$ cat config.mk
export PLATFORM = sky130hd
export DESIGN_NAME = motor_pwm_drive
export DESIGN_NICKNAME = d
export VERILOG_FILES = /design/src/rtl/motor_pwm_drive.sv
export SDC_FILE = /design/constraint.sdc
export NUM_CORES = 1
export LEC_CHECK = 0
export ABC_AREA = 1
export BUFFER_PORTS_ARGS = -buffer_cell sky130_fd_sc_hd__buf_4
export CAP_MARGIN = 20
export CORE_MARGIN = 4
export CORE_UTILIZATION = 55
export DETAILED_ROUTE_END_ITERATION = 16
export PLACE_DENSITY = 0.73
export REMOVE_ABC_BUFFERS = 1
export SLEW_MARGIN = 20
export SYNTH_ARGS = -nofsm -noshare
export SYNTH_HDL_FRONTEND = slang
export SYNTH_SLANG_ARGS = --single-unit
$ cat constraint.sdc
create_clock -name clk -period 4.17 [get_ports clk]
set_input_delay 0.2085 -clock clk [delete_from_list [all_inputs] [get_ports clk]]
set_output_delay 0.2085 -clock clk [all_outputs]
set_load 0.02 [all_outputs]
$ cat src/rtl/motor_pwm_drive.sv
// Two-wheel motor drive: gear/steer to ramped duty targets, direction-reversal sequencing,
// and glitch-free 8-bit PWM generation.
module motor_pwm_drive #(
    parameter int unsigned RAMP_DIV  = 100000,
    parameter int unsigned RAMP_STEP = 4
) (
    input  logic       clk,
    input  logic       rst,
    input  logic       en,
    input  logic       brake,
    input  logic [2:0] gear_code,
    input  logic [1:0] steer,
    output logic       pwm_l,
    output logic       pwm_r,
    output logic       dir_l,
    output logic       dir_r,
    output logic [7:0] duty_l,
    output logic [7:0] duty_r,
    output logic       ramp_busy
);

    localparam int unsigned TickW = (RAMP_DIV > 1) ? $clog2(RAMP_DIV) : 1;
    localparam logic [TickW-1:0] TickMax = TickW'(RAMP_DIV - 1);
    localparam logic [7:0] Step = 8'(RAMP_STEP);

    typedef enum logic [1:0] {StIdle, StRun, StDecel, StDwell} state_e;

    state_e           state_q;
    logic [TickW-1:0] tick_cnt_q;
    logic [7:0]       pwm_cnt_q;
    logic [7:0]       cmp_l_q;
    logic [7:0]       cmp_r_q;

    logic       tick;
    logic       req_dir;
    logic       gear_go;
    logic       dir_ok;
    logic       duties_zero;
    logic       cmps_zero;
    logic [7:0] base;
    logic [7:0] tgt_l;
    logic [7:0] tgt_r;
    logic [7:0] eff_l;
    logic [7:0] eff_r;

    function automatic logic [7:0] ramp(input logic [7:0] cur, input logic [7:0] tgt);
        if (tgt > cur) begin
            return ((tgt - cur) >= Step) ? cur + Step : tgt;
        end else if (cur > tgt) begin
            return ((cur - tgt) >= Step) ? cur - Step : tgt;
        end else begin
            return cur;
        end
    endfunction

    always_comb begin
        case (gear_code)
            3'd1:    base = 8'd51;
            3'd2:    base = 8'd102;
            3'd3:    base = 8'd153;
            3'd4:    base = 8'd204;
            3'd5:    base = 8'd255;
            3'd6:    base = 8'd77;
            default: base = 8'd0;
        endcase
        tgt_l       = (steer == 2'd2) ? (base >> 1) : base;
        tgt_r       = (steer == 2'd1) ? (base >> 1) : base;
        req_dir     = (gear_code != 3'd6);
        gear_go     = (gear_code != 3'd0) && (gear_code != 3'd7);
        dir_ok      = (req_dir == dir_l);
        tick        = (tick_cnt_q == TickMax);
        duties_zero = (duty_l == 8'd0) && (duty_r == 8'd0);
        cmps_zero   = (cmp_l_q == 8'd0) && (cmp_r_q == 8'd0);
        // Outside RUN, or with a pending reversal, the only legal target is standstill.
        if (state_q == StRun && dir_ok) begin
            eff_l = tgt_l;
            eff_r = tgt_r;
        end else begin
            eff_l = 8'd0;
            eff_r = 8'd0;
        end
        ramp_busy = (duty_l != eff_l) || (duty_r != eff_r) ||
                    (state_q == StDecel) || (state_q == StDwell);
    end

    always_ff @(posedge clk) begin
        if (rst) begin
            state_q    <= StIdle;
            tick_cnt_q <= '0;
            pwm_cnt_q  <= 8'd0;
            cmp_l_q    <= 8'd0;
            cmp_r_q    <= 8'd0;
            duty_l     <= 8'd0;
            duty_r     <= 8'd0;
            dir_l      <= 1'b1;
            dir_r      <= 1'b1;
            pwm_l      <= 1'b0;
            pwm_r      <= 1'b0;
        end else begin
            tick_cnt_q <= tick ? '0 : tick_cnt_q + TickW'(1);
            pwm_cnt_q  <= pwm_cnt_q + 8'd1;
            if (brake || !en) begin
                state_q <= StIdle;
                duty_l  <= 8'd0;
                duty_r  <= 8'd0;
                cmp_l_q <= 8'd0;
                cmp_r_q <= 8'd0;
                pwm_l   <= 1'b0;
                pwm_r   <= 1'b0;
            end else begin
                // Compare values only change at the period boundary to avoid runt pulses.
                if (pwm_cnt_q == 8'hff) begin
                    cmp_l_q <= duty_l;
                    cmp_r_q <= duty_r;
                end
                pwm_l <= (pwm_cnt_q < cmp_l_q);
                pwm_r <= (pwm_cnt_q < cmp_r_q);
                case (state_q)
                    StIdle: begin
                        duty_l <= 8'd0;
                        duty_r <= 8'd0;
                        if (gear_go) state_q <= StRun;
                    end
                    StRun: begin
                        if (tick) begin
                            duty_l <= ramp(duty_l, eff_l);
                            duty_r <= ramp(duty_r, eff_r);
                        end
                        if (!dir_ok) begin
                            state_q <= (duties_zero && cmps_zero) ? StDwell : StDecel;
                        end else if (duties_zero && !gear_go) begin
                            state_q <= StIdle;
                        end
                    end
                    StDecel: begin
                        if (tick) begin
                            duty_l <= ramp(duty_l, eff_l);
                            duty_r <= ramp(duty_r, eff_r);
                        end
                        // Wait for the compare registers too, so the bridge is fully off.
                        if (duties_zero && cmps_zero) state_q <= StDwell;
                    end
                    StDwell: begin
                        if (tick) begin
                            dir_l   <= req_dir;
                            dir_r   <= req_dir;
                            state_q <= StRun;
                        end
                    end
                    default: state_q <= StIdle;
                endcase
            end
        end
    end

endmodule
==> flow_summary_export.csv <==
group,metric,value,unit
synthesis,synth_top_flop_cell,"dfxtp_1",
critical_path,critPathLaunchType,"flip-flop",
sta,fmax,270,MHz
synthesis,synthesis.area,5370,µm²
place,gp_congestion,0.915,
sta,maxSlewHeadroom,43.8,%
clock_tree,cts_resized,0,
clock_tree,post-cts-setup-buffers,0,
clock_tree,cts_buffers,9,
clock_tree,worstSkewPairLatency,0.33,ns
die,initial_utilization,57.3,%
die,rows,35,
synthesis,yosysWarnings,0,
layout,finalNonFillerCells,992,
drt,route.detailed.drc,0,
synthesis,syn_area_per_cell,6.42,µm²
synthesis,synth-seq-cells,62,
drt,drtIter0Drc,406,
critical_path,crit_fanout,13,
layout,syn_to_final_growth,9.21,%
drt,vias_per_cell,5.32,
job,max-cap-violations,0,
drt,vias,5275,
clock_tree,cts.sinks,62,
die,dieWidth,107,µm
hold_path,hold_class,"in -> reg",
die,core,9370,µm²
die,io_pins,30,
die,fp.dieH,107,µm
layout,diodes,0,
clock_tree,cts_tree,"done",
grt,grt.overflow.total,0,
power_and_ir_drop,peakVddDrop,0.000145,V
drt,routed_wl,13600,µm
layout,layout-drive-gt1-share,7.65,%
critical_path,worstPathArrival,3.49,ns
drt,postRouteAntennaNets,0,
sta,period_share,88.8,%
sta,rsz0062_at_grt,"false",
grt,grt_pass1_wl,23100,µm
drt,wl_per_cell,13.7,µm
die,die_area,11400,µm²
synthesis,synth_top_cell_by_area,"dfxtp_1",
sta,max_slew.worst_pin.slew,0.842,ns
clock_tree,h-tree-depth,3,
place,numPlacedInstances,976,
power_and_ir_drop,p_leak,2.66,nW
sta,fin_setup_tns,0,ns
sta,finalMaxSlewViolations,0,
synthesis,yosys-top-cells-count,"nand2_1, inv_1, nor2_1",
run_status,status,"complete, no violations",
sta,finalCriticalPeriod,3.70,ns
synthesis,ys_top_cells_by_area,"dfxtp_1, ha_1, nand2_1",
clock_tree,clk_pin_slew,0.06,ns
grt,grt.total_usage,24.6,%
synthesis,yosysMostFrequentCell,"nand2_1",
synthesis,synth_edf_count,0,
synthesis,ys_seq_area_share,23.1,%
synthesis,synth_cell_types,39,
power_and_ir_drop,p_per_area,302,nW/µm²
synthesis,async_flop_share,0,%
synthesis,synthCells,836,
drt,drt-pass1-iter-count,5,
layout,layout.nets,925,
critical_path,cp_data_required_time,3.96,ns
critical_path,critical_path_class,"reg -> out",
sta,setup_violations,0,
clock_tree,postCtsHoldBufs,0,
clock_tree,clockBufferDepth,2,
place,place_hpwl,10900,µm
sta,fin_skew,0.00880,ns
grt,grt_pass1_vias,4914,
clock_tree,ctsRootBufferMaster,"clkbuf_8",
synthesis,synth_top_area_share,23.1,%
place,portBuffers,29,
grt,antenna_found_initial,0,
critical_path,endpoint_kind,"primary output",
grt,grt_start_max_net_pins,33,
sta,hold_violations,0,
==> layout make-up <==
type | instances | area (µm²)
fillers | 914 | 3510
multi-input cells | 625 | 3540
clock buffers | 13 | 159
clock inverters | 3 | 42.5
well taps | 129 | 161
inverters | 129 | 484
flip-flops and latches | 62 | 1240
repair buffers | 31 | 233
==> path summary, 6_finish.rpt <==
kind | slack [ns] | cells after the start | to | startpoint
max | 0.47 | 11 | ramp_busy | state_q[0]
min | 0.10 | 2 | pwm_cnt_q[0] | rst
max reg2reg | 0.62 | 20 | duty_r[7] | state_q[0]
min reg2reg | 0.47 | 2 | cmp_r_q[0] | cmp_r_q[0]
==> power by group <==
group	total (mW)	internal, mW	switching (mW)	leakage [nW]
Sequential	0.621	0.603	0.0184	0.501
Clock	0.534	0.308	0.225	0.0996
Combinational	0.617	0.205	0.412	2.06
Total	1.77	1.12	0.656	2.66
==> registers in the layout, indices dropped and copies added, names as in the netlist <==
| name | flops |
|---|---|
| cmp_r_q | 8 |
| cmp_l_q | 8 |
| dir_r | 1 |
| pwm_cnt_q | 8 |
| pwm_r | 1 |
| duty_r | 8 |
| duty_l | 8 |
| state_q | 2 |
| tick_cnt_q | 17 |
| pwm_l | 1 |
==> cell families (layout without fill, tap and decap cells) <==
family / after synthesis / after routing / share of synthesized area (%)
adders and majority gates: 58 / 58 / 13.8
xor gates and xnor gates: 29 / 29 / 4.73
AOI/OAI and AO/OA: 156 / 156 / 15.9
DFF: 62 / 62 / 23.1
buffers and inverters: 149 / 176 / 10.9
and+or+nand+nor: 382 / 382 / 31.6
==> per-stage QoR <==
| stage | area (µm²) | power [mW] | util, % | hold slack, ns | setup slack, ns |
|---|---|---|---|---|---|
| detailed placement | 5660 | 1.24 | 60.4 | 0.445 | 0.656 |
| global placement | 5660 | 1.23 | 60.4 | 0.427 | 0.814 |
| finish | 5860 | 1.77 | 62.6 | 0.104 | 0.467 |
| global route | 5860 | 1.89 | 62.6 | 0.107 | 0.124 |
| CTS | 5860 | 1.77 | 62.6 | 0.0909 | 0.481 |
| floorplan | 5270 | 1.09 | - | 0.275 | 1.04 |
==> routing by layer <==
layer	vias to the layer above	track usage, %	share of wire [%]
li1	2777	-	-
met5	-	0	0
met3	28	1.93	4.5
met2	123	39.7	46
met4	0	8.95	2.5
met1	2347	34.4	47
==> layout by cell type (no fill, tap or decap), types with 4 or more instances in the layout <==
cell	n
o211ai_1	12
ha_1	56
nor3b_1	8
o21bai_1	4
inv_2	4
xnor2_1	7
clkbuf_8	11
nor3_1	19
dfxtp_1	62
nand4_1	14
nor4_1	8
buf_4	31
inv_1	125
o21ai_0	60
nor2_2	4
a21oi_1	70
nand3_1	52
nand2_1	168
xor2_1	22
nand2_2	4
nor2_1	94
==> worst max-delay path: stages (launching register included) <==
cell and delay, ns:
dfxtp_1 0.40, ha_1 0.25, nand3_4 0.19, nor2_4 0.18
inv_1 0.05, a21oi_1 0.37, ha_1 0.34, nand2_1 0.14
nor2_1 0.24, nand4_1 0.26, or4_1 0.56, buf_4 0.18
No activity file was read; power rests on OpenSTA's default activity.
